`src/rtl/divmod_if.sv`:
```
// divmod request/result bundle.
// Master drives operands; slave returns results.
interface divmod_if #(
  parameter int WIDTH = 128
);
  logic             start;
  logic [WIDTH-1:0] a;
  logic [WIDTH-1:0] b;
  logic [WIDTH-1:0] quot;
  logic [WIDTH-1:0] rem;
  logic             valid;
  logic             busy;
  logic             div_zero;

  modport master (
    output start, a, b,
    input  quot, rem, valid, busy, div_zero
  );

  modport slave (
    input  start, a, b,
    output quot, rem, valid, busy, div_zero
  );
endinterface

```
`src/rtl/divmod.sv`:
```
// Radix-2 restoring unsigned divider.
// One quotient bit per clock; divide-by-zero resolves in one cycle.
module divmod #(
  parameter int WIDTH = 128
) (
  input  logic     clk,
  input  logic     rst,
  divmod_if.slave  io
);
  localparam int CW = $clog2(WIDTH + 1);

  typedef enum logic [1:0] {
    IDLE,
    RUN,
    DONE
  } state_e;

  state_e           state_q, state_d;
  logic [WIDTH-1:0] q_q, q_d;
  logic [WIDTH-1:0] r_q, r_d;
  logic [WIDTH-1:0] b_q, b_d;
  logic [CW-1:0]    cnt_q, cnt_d;
  logic [WIDTH-1:0] quot_q, quot_d;
  logic [WIDTH-1:0] rem_q, rem_d;
  logic             valid_q, valid_d;
  logic             dz_q, dz_d;

  logic [WIDTH:0]   t;
  logic             ge;
  logic [WIDTH-1:0] r_nx;
  logic [WIDTH-1:0] q_nx;

  // Remainder stays below b, so its low WIDTH bits are exact.
  always_comb begin
    t    = {r_q, q_q[WIDTH-1]};
    ge   = (t >= {1'b0, b_q});
    r_nx = ge ? (t[WIDTH-1:0] - b_q) : t[WIDTH-1:0];
    q_nx = {q_q[WIDTH-2:0], ge};
  end

  always_comb begin
    state_d = state_q;
    q_d     = q_q;
    r_d     = r_q;
    b_d     = b_q;
    cnt_d   = cnt_q;
    quot_d  = quot_q;
    rem_d   = rem_q;
    valid_d = valid_q;
    dz_d    = dz_q;
    unique case (state_q)
      RUN: begin
        q_d   = q_nx;
        r_d   = r_nx;
        cnt_d = cnt_q - CW'(1);
        if (cnt_q == CW'(1)) begin
          quot_d  = q_nx;
          rem_d   = r_nx;
          valid_d = 1'b1;
          state_d = DONE;
        end
      end
      default: begin
        if (io.start) begin
          b_d     = io.b;
          valid_d = 1'b0;
          dz_d    = 1'b0;
          if (io.b == '0) begin
            quot_d  = '1;
            rem_d   = io.a;
            valid_d = 1'b1;
            dz_d    = 1'b1;
            state_d = DONE;
          end else begin
            q_d     = io.a;
            r_d     = '0;
            cnt_d   = CW'(WIDTH);
            state_d = RUN;
          end
        end
      end
    endcase
  end

  always_ff @(posedge clk or posedge rst) begin
    if (rst) begin
      state_q <= IDLE;
      q_q     <= '0;
      r_q     <= '0;
      b_q     <= '0;
      cnt_q   <= '0;
      quot_q  <= '0;
      rem_q   <= '0;
      valid_q <= 1'b0;
      dz_q    <= 1'b0;
    end else begin
      state_q <= state_d;
      q_q     <= q_d;
      r_q     <= r_d;
      b_q     <= b_d;
      cnt_q   <= cnt_d;
      quot_q  <= quot_d;
      rem_q   <= rem_d;
      valid_q <= valid_d;
      dz_q    <= dz_d;
    end
  end

  assign io.quot     = quot_q;
  assign io.rem      = rem_q;
  assign io.valid    = valid_q;
  assign io.busy     = (state_q == RUN);
  assign io.div_zero = dz_q;
endmodule
```
`src/flat_wrapper.sv`:
```
// flat-port wrapper written by rule: the top's interface ports become plain ports
module divmod_flat 
#(
  parameter int WIDTH = 128
)
  (clk, rst, io_start, io_a, io_b, io_quot, io_rem, io_valid, io_busy, io_div_zero);
  divmod_if #(.WIDTH(WIDTH)) io_i ();
  input  logic clk;
  input  logic rst;
  input wire logic [$bits(io_i.start)-1:0] io_start;
  input wire logic [$bits(io_i.a)-1:0] io_a;
  input wire logic [$bits(io_i.b)-1:0] io_b;
  output wire logic [$bits(io_i.quot)-1:0] io_quot;
  output wire logic [$bits(io_i.rem)-1:0] io_rem;
  output wire logic [$bits(io_i.valid)-1:0] io_valid;
  output wire logic [$bits(io_i.busy)-1:0] io_busy;
  output wire logic [$bits(io_i.div_zero)-1:0] io_div_zero;
  assign io_i.start = io_start;
  assign io_i.a = io_a;
  assign io_i.b = io_b;
  assign io_quot = io_i.quot;
  assign io_rem = io_i.rem;
  assign io_valid = io_i.valid;
  assign io_busy = io_i.busy;
  assign io_div_zero = io_i.div_zero;
  divmod #(.WIDTH(WIDTH)) u_core (.clk(clk), .rst(rst), .io(io_i));
endmodule
```
`config.mk`:
```
export PLATFORM = sky130hd
export DESIGN_NAME = divmod_flat
export DESIGN_NICKNAME = d
export VERILOG_FILES = /design/src/rtl/divmod_if.sv /design/src/rtl/divmod.sv /design/src/flat_wrapper.sv
export SDC_FILE = /design/constraint.sdc
export NUM_CORES = 2
export LEC_CHECK = 0
export CAP_MARGIN = 20
export CELL_PAD_IN_SITES_DETAIL_PLACEMENT = 1
export CELL_PAD_IN_SITES_GLOBAL_PLACEMENT = 2
export CORE_ASPECT_RATIO = 0.8
export CORE_MARGIN = 1.5
export CORE_UTILIZATION = 30
export CTS_BUF_LIST = sky130_fd_sc_hd__clkbuf_4 sky130_fd_sc_hd__clkbuf_8 sky130_fd_sc_hd__clkbuf_16
export CTS_CLUSTER_DIAMETER = 30
export DETAILED_ROUTE_END_ITERATION = 16
export GPL_ROUTABILITY_DRIVEN = 0
export PLACE_DENSITY_LB_ADDON = 0.1
export SYNTH_ARGS = -nofsm -noshare
export SYNTH_HDL_FRONTEND = slang
export SYNTH_SLANG_ARGS = --single-unit
```
`constraint.sdc`:
```
create_clock -name clk -period 25.7 [get_ports clk]
set_input_delay 2.57 -clock clk [delete_from_list [all_inputs] [get_ports clk]]
set_output_delay 2.57 -clock clk [all_outputs]
set_load 0.1 [all_outputs]
```
# Word level (Yosys, flattened, before mapping)
# Cells that the tools add are included.
# Widths: inputs -> output; s select.
# totals
register_bits	652
input_bits	259
# op_classes
addsub	2
magnitude_cmp	1
n_eq_ne	4
n_mux	26
bitwise_logic	1
n_reduce_logical	7
# op_table
operator	n
$mux 128	15
$ge 129x128->1	1
$logic_not 128->1	1
$sub 128x128->128	1
$mux 8	3
$eq 8x1->1 const B	1
$mux 2	4
$sub 8x1->8 const B	1
$reduce_and 2->1	3
$mux 1	4
$reduce_bool 2->1	2
$reduce_and 3->1	1
$eq 2x1->1 const B	1
$ne 2x1->1 const B	1
$ne 2x2->1 const B	1
$not 1->1	1

# Longest topological paths before layout
# logic_depth
ltp_word	4
depth_mapped	17

# Worst setup path after synthesis
# No wires, ideal clock.
# synth_path
path_kind	reg-to-output
from	reg u_core.state_q[1]
to	out io_busy
t_arrival_ns	2.108
required_ns	23.130
setup_slack_ns	21.022
stages_incl_launch_ff	7
cell_sequence	dfrtp_1 > inv_1 > nand2_1 > inv_1 > clkbuf_1 > clkbuf_1 > buf_1
# synth_between
elab_chain_cells	1
# synth_rtl
element	line_no	source
from (decl)	divmod.sv:18	state_e state_q, state_d;
from (signal assigned)	divmod.sv:97	state_q <= state_d;
$eq 2x1->1	divmod.sv:112	assign io.busy = (state_q == RUN);
to (decl)	flat_wrapper.sv:16	output wire logic [$bits(io_i.busy)-1:0] io_busy;
# No other way between the ends.

# Worst setup path after layout
# layout_path
from	in io_b[27]
to	reg u_core.rem_q[94], in the netlist u_core.io.rem[94]
# layout_between
elab_chain_cells	3
# layout_rtl
element	line_no	source
from (decl)	flat_wrapper.sv:12	input wire logic [$bits(io_i.b)-1:0] io_b;
$logic_not 128->1	divmod.sv:68	if (io.b == '0) begin
$reduce_bool 2->1 (no line)	--	
$reduce_and 3->1 (no line)	--	
to (signal assigned)	divmod.sv:103	rem_q <= rem_d;
to (decl)	divmod.sv:24	logic [WIDTH-1:0] rem_q, rem_d;
# No other way between the ends.
# A chain may end at the register's enable or synchronous reset.

==> results by group <==
Route
  – Final antenna-violating net count: 0
  – DRC viols: 0
  – Total number of vias: 33600
  – Pre-antenna DRT Iters: 6
  – Number of vias per cell: 5.39
  – Total wire length: 170000 um
  – Avg WL per Cell: 27.3 um
  – 1st-iter DRT viols: 2759

Status
  – Outcome: completed

Logic synthesis
  – Sequential share of the synthesized area: 44.7%
  – Synth cell types: 81
  – Synthesis warning total: 0
  – EDFF count, synth: 0
  – Mapped Area: 36500 um^2
  – Asr flop ratio synth: 100%
  – Primary FF master, synth: dfrtp_1
  – Register bit total from synthesis: 652
  – Syn Inst Count: 4002
  – Mean post-synth cell area: 9.11 um^2
  – Post-Syn Nets: 4392

Layout
  – Fraction of layout cells with a size suffix above 1: 11.9%
  – Register area: 16300 um^2
  – Design area: 49200 um^2
  – # nets final: 4857
  – Multi-input combinational cell area: 18400 um^2
  – Fillers: 13600
  – Area delta synth->final: 34.9%

STA
  – Clock skew: 0.0294 ns
  – RSZ-0062 raised after global routing: no
  – Final Hold Vio Count: 0
  – Hold WS: 0.472 ns
  – Worst-Margin Slew: 1.15 ns
  – Period utilization: 31.4%
  – Slew Limit Fails: 0
  – Final min period: 8.06 ns
  – Setup violations, final: 0
  – Highest Clock Rate: 124 MHz
  – TNS Setup: 0 ns
  – Max-slew headroom: 21.3%

GRT
  – Number of global-route vias before repair: 34000
  – First-pass GRT wire length: 246000 um
  – Gr usage total: 27.2%
  – Largest net degree at the start of global routing: 221
  – Initial antenna violation count: 18
  – GRT Residual Overflow: 0

Floorplan
  – DIE AREA: 124000 um^2
  – # IOs: 518
  – Core Box Area: 121000 um^2
  – Starting Density: 30.2%
  – Die width: 393 um
  – Die Ht: 315 um
  – Rows: 114

Placement
  – Hpwl dp: 131000 um
  – I/O Buffers: 517
  – Placed instance area: 43000 um^2

Clocking
  – Clock buffer depth: 3
  – CTS resizes: 0
  – Clock root buffer: clkbuf_16
  – CTS hold repair buffers: 0
  – CTS tree: built
  – Number of H-tree levels: 4
  – # clock sinks: 652
  – Clock slew at reported path FFs: 0.04 ns
  – Num CTS Buffers: 167
  – Clock latency on the worst-skew pair: 0.79 ns
  – Post-CTS setup buffers: 0

Critical path
  – Reg2reg end: u_core.r_q[72]
  – CP Capture Type: register
  – Crit path DAT: 8.78 ns
  – Critical Path RT: 26.41 ns
  – Reg2Reg Setup Slack: 18.64 ns
  – Reg2reg start: u_core.b_q[8]
  – Worst-path maximum fanout: 77
  – Crit Path Category: input port to register
  – Worst setup SP type: input port
  – Worst Reg-to-Reg Cells: 15

Worst hold path
  – Hold Path Cell Cnt: 1
  – HP Start: u_core.io.rem[36]
  – Hold Crit Class: register to register
  – Hold Path Sink: u_core.io.rem[36]

Job
  – Max-Cap Viols: 0
logic make-up after synthesis:
kind of cell | share of synthesized area, %
fa+ha+maj | 4.52
compound gates | 22.1
simple gates | 14.3
xor+xnor | 3.03
buf+inv | 5.09
flops | 44.7
mux | 6.29
area by class of cell:
class                           instances  area share (%)
Antenna cell                            1         0.00509
Clock buffer                          230            9.96
Clock inverter                         78            2.56
Inverter                              182            1.42
Multi-Input combinational cell       2896            37.4
Sequential cell                       652            33.2
Tap cell                             1624            4.13
Timing Repair Buffer                  568            11.4
sequential cells by signal, indices dropped and copies added (netlist names):
signal,count
u_core.state_q,2
u_core.cnt_q,8
u_core.io.valid,1
u_core.io.rem,128
u_core.r_q,128
u_core.io.div_zero,1
u_core.q_q,128
u_core.b_q,128
u_core.io.quot,128
synth_stat cells, types with 22 or more instances:
cell | instances | area share [%]
ha_1 | 130 | 4.5
o22a_1 | 127 | 3.1
o21ai_0 | 281 | 3.9
nand4_1 | 71 | 1.2
mux2_2 | 130 | 4.0
a211oi_1 | 69 | 1.4
dfrtp_1 | 652 | 45
xor2_1 | 44 | 1.1
clkbuf_1 | 240 | 2.5
or3_1 | 22 | 0.38
and3_1 | 24 | 0.41
mux2i_1 | 83 | 2.3
nand3_1 | 111 | 1.5
nand2_1 | 487 | 5.0
xnor2_1 | 82 | 2.0
inv_1 | 181 | 1.9
a21oi_1 | 289 | 4.0
a31oi_1 | 148 | 2.5
nor3_1 | 31 | 0.43
nor2_1 | 334 | 3.4
o21bai_1 | 41 | 0.84
nor4_1 | 44 | 0.75
a21o_1 | 130 | 2.7
worst max-delay path by stage:
stage / start / end / slack (ns)
floorplan: rst / u_core.b_q[0] / 4.86
global placement: io_b[21] / u_core.io.rem[94] / 16.36
detailed placement: io_b[65] / u_core.io.rem[94] / 16.70
CTS: io_b[65] / u_core.io.rem[94] / 17.48
global route: io_b[64] / u_core.io.rem[94] / 17.41
finish: io_b[27] / u_core.io.rem[94] / 17.64
metrics by stage:
step	utilization [%]	std cells	setup slack, ns
3_5_place_dp	35.6	5920	16.70
3_3_place_gp	35.6	5916	16.36
6_report	40.8	6231	17.64
5_1_grt	40.8	6231	17.41
4_1_cts	40.7	6228	17.48
2_1_floorplan	-	4002	4.86
cell usage in the layout (no fill, tap or decap), types with 127 or more instances in the layout:
cell type / n
dfrtp_1: 652
clkdlybuf4s50_1: 503
nand2_1: 484
nor2_1: 333
a21oi_1: 289
o21ai_0: 281
inv_1: 179
clkbuf_16: 168
a31oi_1: 148
a21o_1: 130
mux2_2: 130
ha_1: 130
o22a_1: 127
layer usage:
layer  wire, um  global-route usage [%]  part of all wire [%]  vias up
met3      11600                    6.64                   6.8      157
met1      84900                    40.9                    50    17100
met4       2550                    5.61                   1.5        2
met5         13                       0                0.0076        -
met2      71200                    39.1                    42      924
li1           -                       -                     -    15400
critical path, cell delays in order:
cell             delay [ns]
clkdlybuf4s50_1        0.54
nor4_1                 0.79
nand4_1                0.32
nor4_1                 1.03
nand2_1                0.47
a22oi_2                0.93
buf_4                  0.75
buf_4                  0.80
o21ai_0                0.23
a21oi_1                0.18
a21o_1                 0.10
Power is left out: the tool's default activity adds up to more than one toggle a clock period on the data nets, which glitch-free logic cannot reach.
